## config.mk

```make
export PLATFORM = sky130hd
export DESIGN_NAME = issueq_int
export DESIGN_NICKNAME = d
export VERILOG_FILES = /design/src/rtl/issueq_int.sv
export SDC_FILE = /design/constraint.sdc
export NUM_CORES = 1
export LEC_CHECK = 0
export BUFFER_PORTS_ARGS = -buffer_cell sky130_fd_sc_hd__buf_2
export CAP_MARGIN = 20
export CELL_PAD_IN_SITES_DETAIL_PLACEMENT = 1
export CELL_PAD_IN_SITES_GLOBAL_PLACEMENT = 2
export CORE_UTILIZATION = 44
export CTS_BUF_LIST = sky130_fd_sc_hd__clkbuf_4 sky130_fd_sc_hd__clkbuf_8
export CTS_CLUSTER_DIAMETER = 40
export DETAILED_ROUTE_END_ITERATION = 16
export PLACE_DENSITY_LB_ADDON = 0.1
export SLEW_MARGIN = 20
export SYNTH_ARGS = -nofsm -noshare
export SYNTH_HDL_FRONTEND = slang
export SYNTH_SLANG_ARGS = --single-unit
```

## constraint.sdc

```tcl
create_clock -name clk -period 3.6 [get_ports clk]
set_input_delay 0 -clock clk [delete_from_list [all_inputs] [get_ports clk]]
set_output_delay 0 -clock clk [all_outputs]
set_load 0.05 [all_outputs]
```

## src/rtl/issueq_int.sv

```systemverilog
// Integer reservation station: accepts dispatched ops, wakes operands from CDB broadcasts,
// selects one ready entry per cycle. Optional macro ISSUEQ_AGE_SELECT_EN selects oldest-first.
module issueq_int #(
  parameter int DEPTH  = 4,
  parameter int TAG_W  = 6,
  parameter int DATA_W = 32
) (
  input  logic              clk,
  input  logic              reset,
  input  logic              dispatch_valid,
  input  logic [3:0]        dispatch_opcode,
  input  logic [DATA_W-1:0] dispatch_rsdata,
  input  logic              dispatch_rsvalid,
  input  logic [TAG_W-1:0]  dispatch_rstag,
  input  logic [DATA_W-1:0] dispatch_rtdata,
  input  logic              dispatch_rtvalid,
  input  logic [TAG_W-1:0]  dispatch_rttag,
  input  logic [TAG_W-1:0]  dispatch_rdtag,
  output logic              issuequeue_full,
  input  logic [DATA_W-1:0] cdb_out,
  input  logic [TAG_W-1:0]  cdb_tagout,
  input  logic              cdb_valid,
  output logic              ready_int,
  input  logic              issue_int,
  output logic [3:0]        issue_opcode,
  output logic [DATA_W-1:0] issue_rsdata,
  output logic [DATA_W-1:0] issue_rtdata,
  output logic [TAG_W-1:0]  issue_rdtag
);

  localparam int IDX_W = (DEPTH > 1) ? $clog2(DEPTH) : 1;

  logic [DEPTH-1:0]  valid_r;
  logic [DEPTH-1:0]  rs_valid_r;
  logic [DEPTH-1:0]  rt_valid_r;
  logic [3:0]        opcode_r  [DEPTH];
  logic [DATA_W-1:0] rs_data_r [DEPTH];
  logic [DATA_W-1:0] rt_data_r [DEPTH];
  logic [TAG_W-1:0]  rs_tag_r  [DEPTH];
  logic [TAG_W-1:0]  rt_tag_r  [DEPTH];
  logic [TAG_W-1:0]  rd_tag_r  [DEPTH];
`ifdef ISSUEQ_AGE_SELECT_EN
  logic [IDX_W-1:0]  age_r     [DEPTH];
  logic [IDX_W-1:0]  best_age_s;
`endif

  logic [DEPTH-1:0]  ready_s;
  logic [IDX_W-1:0]  sel_idx_s;
  logic [IDX_W-1:0]  free_idx_s;
  logic              dispatch_s;
  logic              grant_s;
  logic              rs_snoop_s;
  logic              rt_snoop_s;

  // Readiness uses registered state only, so nothing here sees the CDB or the grant.
  assign issuequeue_full = &valid_r;
  assign ready_s         = valid_r & rs_valid_r & rt_valid_r;
  assign ready_int       = |ready_s;
  assign dispatch_s      = dispatch_valid & ~issuequeue_full;
  assign grant_s         = issue_int & ready_int;
  assign rs_snoop_s      = ~dispatch_rsvalid & cdb_valid & (cdb_tagout == dispatch_rstag);
  assign rt_snoop_s      = ~dispatch_rtvalid & cdb_valid & (cdb_tagout == dispatch_rttag);

  assign issue_opcode = ready_int ? opcode_r[sel_idx_s]  : 4'h0;
  assign issue_rsdata = ready_int ? rs_data_r[sel_idx_s] : {DATA_W{1'b0}};
  assign issue_rtdata = ready_int ? rt_data_r[sel_idx_s] : {DATA_W{1'b0}};
  assign issue_rdtag  = ready_int ? rd_tag_r[sel_idx_s]  : {TAG_W{1'b0}};

  // Lowest-index free slot for dispatch.
  always_comb begin
    free_idx_s = {IDX_W{1'b0}};
    for (int i = DEPTH - 1; i >= 0; i--) begin
      free_idx_s = valid_r[i] ? free_idx_s : IDX_W'(i);
    end
  end

  // Issue selection among ready entries.
  always_comb begin
    sel_idx_s = {IDX_W{1'b0}};
`ifdef ISSUEQ_AGE_SELECT_EN
    best_age_s = {IDX_W{1'b0}};
    for (int i = 0; i < DEPTH; i++) begin
      sel_idx_s  = (ready_s[i] && (age_r[i] >= best_age_s)) ? IDX_W'(i) : sel_idx_s;
      best_age_s = (ready_s[i] && (age_r[i] >= best_age_s)) ? age_r[i]  : best_age_s;
    end
`else
    for (int i = DEPTH - 1; i >= 0; i--) begin
      sel_idx_s = ready_s[i] ? IDX_W'(i) : sel_idx_s;
    end
`endif
  end

  // Entry state: wakeup, release on grant, age update and dispatch write.
  always_ff @(posedge clk) begin
    if (reset) begin
      valid_r    <= {DEPTH{1'b0}};
      rs_valid_r <= {DEPTH{1'b0}};
      rt_valid_r <= {DEPTH{1'b0}};
      for (int i = 0; i < DEPTH; i++) begin
        opcode_r[i]  <= 4'h0;
        rs_data_r[i] <= {DATA_W{1'b0}};
        rt_data_r[i] <= {DATA_W{1'b0}};
        rs_tag_r[i]  <= {TAG_W{1'b0}};
        rt_tag_r[i]  <= {TAG_W{1'b0}};
        rd_tag_r[i]  <= {TAG_W{1'b0}};
`ifdef ISSUEQ_AGE_SELECT_EN
        age_r[i]     <= {IDX_W{1'b0}};
`endif
      end
    end else begin
      for (int i = 0; i < DEPTH; i++) begin
        if (valid_r[i] && !rs_valid_r[i] && cdb_valid && (cdb_tagout == rs_tag_r[i])) begin
          rs_data_r[i]  <= cdb_out;
          rs_valid_r[i] <= 1'b1;
        end
        if (valid_r[i] && !rt_valid_r[i] && cdb_valid && (cdb_tagout == rt_tag_r[i])) begin
          rt_data_r[i]  <= cdb_out;
          rt_valid_r[i] <= 1'b1;
        end
        if (grant_s && (sel_idx_s == IDX_W'(i))) begin
          valid_r[i] <= 1'b0;
        end
`ifdef ISSUEQ_AGE_SELECT_EN
        // Younger arrivals push age up; a granted older entry pulls it back down.
        if (valid_r[i]) begin
          age_r[i] <= age_r[i] + IDX_W'(dispatch_s)
                    - IDX_W'(grant_s && (age_r[i] > age_r[sel_idx_s]));
        end
`endif
        // The free slot is invalid, so it never collides with the granted entry.
        if (dispatch_s && (free_idx_s == IDX_W'(i))) begin
          valid_r[i]    <= 1'b1;
          opcode_r[i]   <= dispatch_opcode;
          rs_tag_r[i]   <= dispatch_rstag;
          rt_tag_r[i]   <= dispatch_rttag;
          rd_tag_r[i]   <= dispatch_rdtag;
          rs_data_r[i]  <= rs_snoop_s ? cdb_out : dispatch_rsdata;
          rt_data_r[i]  <= rt_snoop_s ? cdb_out : dispatch_rtdata;
          rs_valid_r[i] <= dispatch_rsvalid | rs_snoop_s;
          rt_valid_r[i] <= dispatch_rtvalid | rt_snoop_s;
`ifdef ISSUEQ_AGE_SELECT_EN
          age_r[i]      <= {IDX_W{1'b0}};
`endif
        end
      end
    end
  end

endmodule

```

Yosys cells after proc, flatten, opt, wreduce, memory -nomap -nowiden
Memories as Yosys holds them, arrays and structs flattened.
Cells that the tools add are included.
Widths: inputs -> output; s select.
Operators by class
  equality and inequality tests: 16
  multiplexer cells: 108
  bitwise logic cells: 45
  reductions and logical operators: 56
Operators by type and width (count)
  $mux 32: 20
  $mux 6: 13
  $mux 1: 62
  $eq 6x6->1: 10
  $or 1x1->1: 34
  $logic_and 1x1->1: 32
  $reduce_bool 2->1: 12
  $mux 4: 5
  $mux 2: 8
  $and 4x4->4: 2
  $eq 2x2->1 const B: 4
  $logic_not 1->1: 8
  $and 1x1->1: 6
  $eq 2x1->1 const B: 2
  $logic_not 2->1: 2
  $reduce_and 4->1: 1
  $reduce_or 4->1: 1
  $not 1->1: 3
Storage, ports and cells
  flip-flop bits (word level): 12
  RAM bits: 344
  input port bits: 131
  output and inout bits: 76
  memories: 6
Memory list
  rs_data_r: depth 4, bits a word 32, rd ports 1, clocked after memory_dff 0, wr ports 4, RTL line 37  | logic [DATA_W-1:0] rs_data_r [DEPTH];
  rt_data_r: depth 4, bits a word 32, rd ports 1, clocked after memory_dff 0, wr ports 4, RTL line 38  | logic [DATA_W-1:0] rt_data_r [DEPTH];
  rd_tag_r: depth 4, bits a word 6, rd ports 1, clocked after memory_dff 0, wr ports 4, RTL line 41  | logic [TAG_W-1:0] rd_tag_r [DEPTH];
  rs_tag_r: depth 4, bits a word 6, rd ports 4, clocked after memory_dff 0, wr ports 4, RTL line 39  | logic [TAG_W-1:0] rs_tag_r [DEPTH];
  rt_tag_r: depth 4, bits a word 6, rd ports 4, clocked after memory_dff 0, wr ports 4, RTL line 40  | logic [TAG_W-1:0] rt_tag_r [DEPTH];
  opcode_r: depth 4, bits a word 4, rd ports 1, clocked after memory_dff 0, wr ports 4, RTL line 36  | logic [3:0] opcode_r [DEPTH];

Longest topological paths before layout
  depth in word-level cells: 10
  depth in mapped cells: 8
  mapped depth without buffers: 4

Worst setup path after synthesis
Ideal clock, no wire load.
  kind: reg-to-output
  start point: register valid_r[2]
  end point: output issue_rdtag[0]
  arrival: 2.421 ns
  data required time: 3.600 ns
  path slack: 1.179 ns
  cell stages (with the launch flop): 8
  buffers on the path: 3
  cell sequence: dfxtp_1 > and3_1 > buf_2 > nor2b_1 > buf_2 > buf_1 > a22oi_1 > o21ai_0
Between the ends
  cells in the longest elaborated chain, start to end: 7
  elaborated cells between the ends (all ways): 8
  classes of those cells: mux: 4; bitwise: 2; reduce/logical: 1; memory: 1
RTL lines
  from (decl): RTL line 33  | logic [DEPTH-1:0] valid_r;
  from (signal assigned): RTL line 96  | valid_r <= {DEPTH{1'b0}};
  $and 4x4->4 (*) (2 in series): RTL line 57  | assign ready_s = valid_r & rs_valid_r & rt_valid_r;
  $mux 2 (3 in series): RTL line 88  | sel_idx_s = ready_s[i] ? IDX_W'(i) : sel_idx_s;
  $mem_v2 4x6
  $mux 6 (*): RTL line 67  | assign issue_rdtag = ready_int ? rd_tag_r[sel_idx_s] : {TAG_W{1'b0}};
  to (decl): RTL line 28  | output logic [TAG_W-1:0] issue_rdtag
Every way passes the cells marked *; elsewhere a longest branch is shown, timed or not.

Worst setup path in the final report
  start point: register valid_r[0]
  end point: output issue_rtdata[4]
Between the ends
  cells in the longest elaborated chain, start to end: 5
  elaborated cells between the ends (all ways): 6
  classes of those cells: mux: 2; bitwise: 2; reduce/logical: 1; memory: 1
RTL lines
  $and 4x4->4 (*) (2 in series): RTL line 57
  $mux 2: RTL line 88
  $mem_v2 4x32
  $mux 32 (*): RTL line 66  | assign issue_rtdata = ready_int ? rt_data_r[sel_idx_s] : {DATA_W{1'b0}};
  to (decl): RTL line 27  | output logic [DATA_W-1:0] issue_rtdata,
Marks and branches as above.

==> summary.txt <==
Final Hold Viols = 0
Net total in the final layout = 2,391
Relative area change from synthesis to final layout = 21.33%
Sequential fraction of design power = 46.4%
Largest stage delay, worst path = 0.70 ns
Initial core utilization = 44.58%
Cell area after technology mapping = 21,240 sq um
Aggregate global-route resource usage = 36.83%
Fraction of registers with async set or reset after synthesis = 0%
Switching fraction of total power = 27.22%
Worst-path cell chain = and3_4 > buf_4 > a22oi_1 > o21ai_0 > buf_2
Leakage component of the power = 10.29 nW
Crit start category = register
H-tree depth = 3
Shortest period the worst path allows = 3.392 ns
Post-CTS setup-driven buffer insertion count = 0
Die area = 49,160 sq um
Clock Skews = 0.03332 ns
Pre-Repair DR Iteration Count = 6
Clock tree from TritonCTS = done
Global-route wire length before repair = 135,900 microns
Number of buffers inserted during clock tree synthesis = 73
Syn. warnings = 0
Cell Int Power = 7.711 mW
Final weighted congestion in routability-driven placement = 0.8611
Routed wire length = 91,520 microns
Clock network latency to the later pin of the worst-skew pair = 0.66 ns
Filler Cell Count = 5,107
Worst min path class = in -> reg
Clk pin slew, worst setup/hold paths = 0.06 ns
Worst Path Arrival = 3.39 ns
Number of max-slew violations in the final report = 0
Placed Instances = 2,623
Outcome = finished, final reports clean
Final non-filler cell total = 2,928
Net Sw Power = 2.885 mW
Std-Cell Core Area = 47,650 sq um
Syn Area/Cell = 10.58 sq um
Placement Rows = 80
Portion of total power attributed to combinational logic = 10.8%
Chip Height = 221.7 microns
DIE WIDTH = 221.7 microns
Total area of multi-input combinational cells = 9439 sq um
Clock root cell = sky130_fd_sc_hd__clkbuf_8
Power Dens Cells = 411.1 nW/um^2
Clock Power Share = 42.8%
Req. time, crit path = 3.60 ns
Post-Synthesis Net Count = 2,138
Predominant post-synthesis flop cell = sky130_fd_sc_hd__edfxtp_1
Number of different library cells in the post-synthesis netlist = 55
Syn Inst Count = 2,007
Gr ovfl total = 0
Count of clock tree sinks = 356
CP Class = reg -> out
Final routed DRC violation total = 0
FF+latch area = 10,570 sq um
Total setup violations reported at the end of the flow = 0
Number of antenna violations at the first check in global routing = 3
Slowest library cell on the worst path = sky130_fd_sc_hd__buf_4
Number of flops mapped to enable cells by yosys = 344
Worst-case clock buffer depth = 3
Post-route setup TNS = 0 ns
Maximum clock frequency = 294.8 MHz
Crit share post-route = 94.23%
Max-cap viol count = 0
DR WL/cell = 31.26 microns
Worst slew pin tran = 1.035 ns
Largest fanout on the critical path = 56
Via density = 6.927
Seq cells post-synth = 356
PortBufs = 206
Count of boundary I/O pins = 207
Share of final-layout standard cells stronger than drive strength 1 = 18.90%
Via count of the first global-routing pass = 20,160
Largest net degree at the start of global routing = 123
Worst slew margin = 30.98%
Count of antenna-violating nets left after detailed routing = 0
Type of destination of the critical path = output port
Unrepaired setup endpoints after global routing = no
Peak supply drop = 403.5 uV
Vias post-DR = 20,280
Post-DP HPWL = 55,880 microns
Initial detailed-routing violation count = 2,545
Fraction of the yosys area taken by sequential cells = 49.76%
state kept, by name, summed over array words and instances, names as in the netlist:
register and flops:
rt_data_r 128, valid_r 4, opcode_r 16, rs_tag_r 24, rs_valid_r 4, rs_data_r 128
rd_tag_r 24, rt_tag_r 24, rt_valid_r 4
power by group through the flow:
stage	clock network (mW)	registers [mW]	logic, mW
floorplan	0	4.91	0.553
global placement	0	4.98	0.976
detailed placement	0	4.98	0.997
CTS	4.56	4.90	1.11
global route	4.74	4.92	1.19
finish	4.54	4.91	1.15
metal layers:
| metal | global-route usage, % | vias to the layer above | share of wire, % |
|---|---|---|---|
| met3 | 8.468 | 167 | 12 |
| met1 | 53.72 | 10200 | 42 |
| met2 | 54.25 | 1374 | 44 |
| met4 | 10.86 | 2 | 2.4 |
| met5 | 0 | - | 0.014 |
| li1 | - | 8544 | - |
synthesized netlist by cell type (all sizes together) (2+ instances only):
cell type / instances / share of area [%]
a21oi: 98 / 2.5
and4: 59 / 2.4
nand3: 85 / 2.0
nand3b: 5 / 0.25
inv: 16 / 0.28
o22ai: 2 / 0.059
and2: 117 / 3.4
clkbuf: 143 / 2.5
nor2b: 4 / 0.15
o221ai: 2 / 0.082
o211a: 25 / 1.2
nor2: 15 / 0.27
nand4: 166 / 4.9
dfxtp: 12 / 1.1
o211ai: 82 / 2.9
edfxtp: 344 / 49
a211o: 54 / 2.2
a22oi: 148 / 5.2
nor4: 23 / 1.2
nor3: 45 / 1.1
o21ai: 75 / 1.8
nand2: 131 / 2.3
nand2b: 2 / 0.059
xor2: 48 / 2.0
or3: 3 / 0.088
buf: 128 / 3.6
a211oi: 7 / 0.25
a221o: 118 / 5.6
or2: 3 / 0.088
a221oi: 3 / 0.15
and3: 25 / 0.78
xnor2: 12 / 0.49
cell type report:
class | count | area share, %
antenna | 1 | 0.009709
clock buffer | 96 | 4.665
clock inverter | 31 | 1.189
inverter | 16 | 0.2330
multi-input combinational | 1364 | 36.62
sequential | 356 | 41.01
tap | 615 | 2.986
timing repair buffer | 449 | 13.28
cell usage in the layout, fill, tap and decap left out, drive strengths merged, types with 4 or more instances in the layout:
cell           n
o21ai         75
dfxtp         12
nand3         85
a221o        118
dlygate4sd3  177
a211oi         7
a21oi         98
clkbuf        96
nor3          45
a22oi        148
a211o         54
buf          272
edfxtp       344
nand4        166
xor2          48
and4          59
o211ai        82
xnor2         12
nor2          15
and3          25
nand3b         5
clkinvlp       5
inv           16
bufinv         6
nor4          23
and2         117
nor2b          4
o211a         25
clkinv        20
nand2        131
path summary, 6_finish.rpt:
path                                            startpoint                          to  slack, ns  depth (start not counted)
worst max register to register     valid_r[0]$_SDFFE_PP0P_  rs_data_r[3][29]$_DFFE_PP_       0.33                          5
worst min-delay path                         cdb_tagout[5]  rt_valid_r[1]$_SDFFE_PP0P_       0.13                          5
worst min register to register  rs_valid_r[0]$_SDFFE_PP0P_  rs_valid_r[0]$_SDFFE_PP0P_       0.55                          2
worst max-delay path               valid_r[0]$_SDFFE_PP0P_             issue_rtdata[4]       0.21                          5
what timing repair did:
action,in CTS,in global routing
endpoints found under the hold margin,356,0
resized for setup,0,0
hold buffers,177,0
metrics by stage:
stage | hold WS, ns | cell area (sq um) | worst slack (ns) | power (mW) | utilization, %
after global routing | 0.1551 | 25770 | 0.1166 | 10.85 | 54.09
after CTS | 0.07699 | 25770 | 0.2481 | 10.57 | 54.09
after floorplan | 0.09562 | 21240 | 1.179 | 5.462 | -
final | 0.1283 | 25770 | 0.2075 | 10.60 | 54.09
after detailed placement | 0.2905 | 22490 | 0.9673 | 5.976 | 47.20
after global placement | 0.3022 | 22490 | 1.015 | 5.958 | 47.20
critical path: cells and delay by family (launching register included):
family / cells / cell delay (ns)
buf+inv: 2 / 1.04
flops: 1 / 0.64
simple gates: 1 / 0.52
compound gates: 2 / 0.41
cell families (layout without fill, tap and decap cells):
logic type | after synthesis | count (layout) | share of synthesized area [%]
AOI/OAI and AO/OA | 617 | 617 | 22.03
xor gates and xnor gates | 60 | 60 | 2.474
buffers and inverters | 287 | 592 | 6.367
DFF | 356 | 356 | 49.76
other | 0 | 1 | 0
and+or+nand+nor | 687 | 687 | 19.37
No activity file was read; power rests on OpenSTA's default activity.
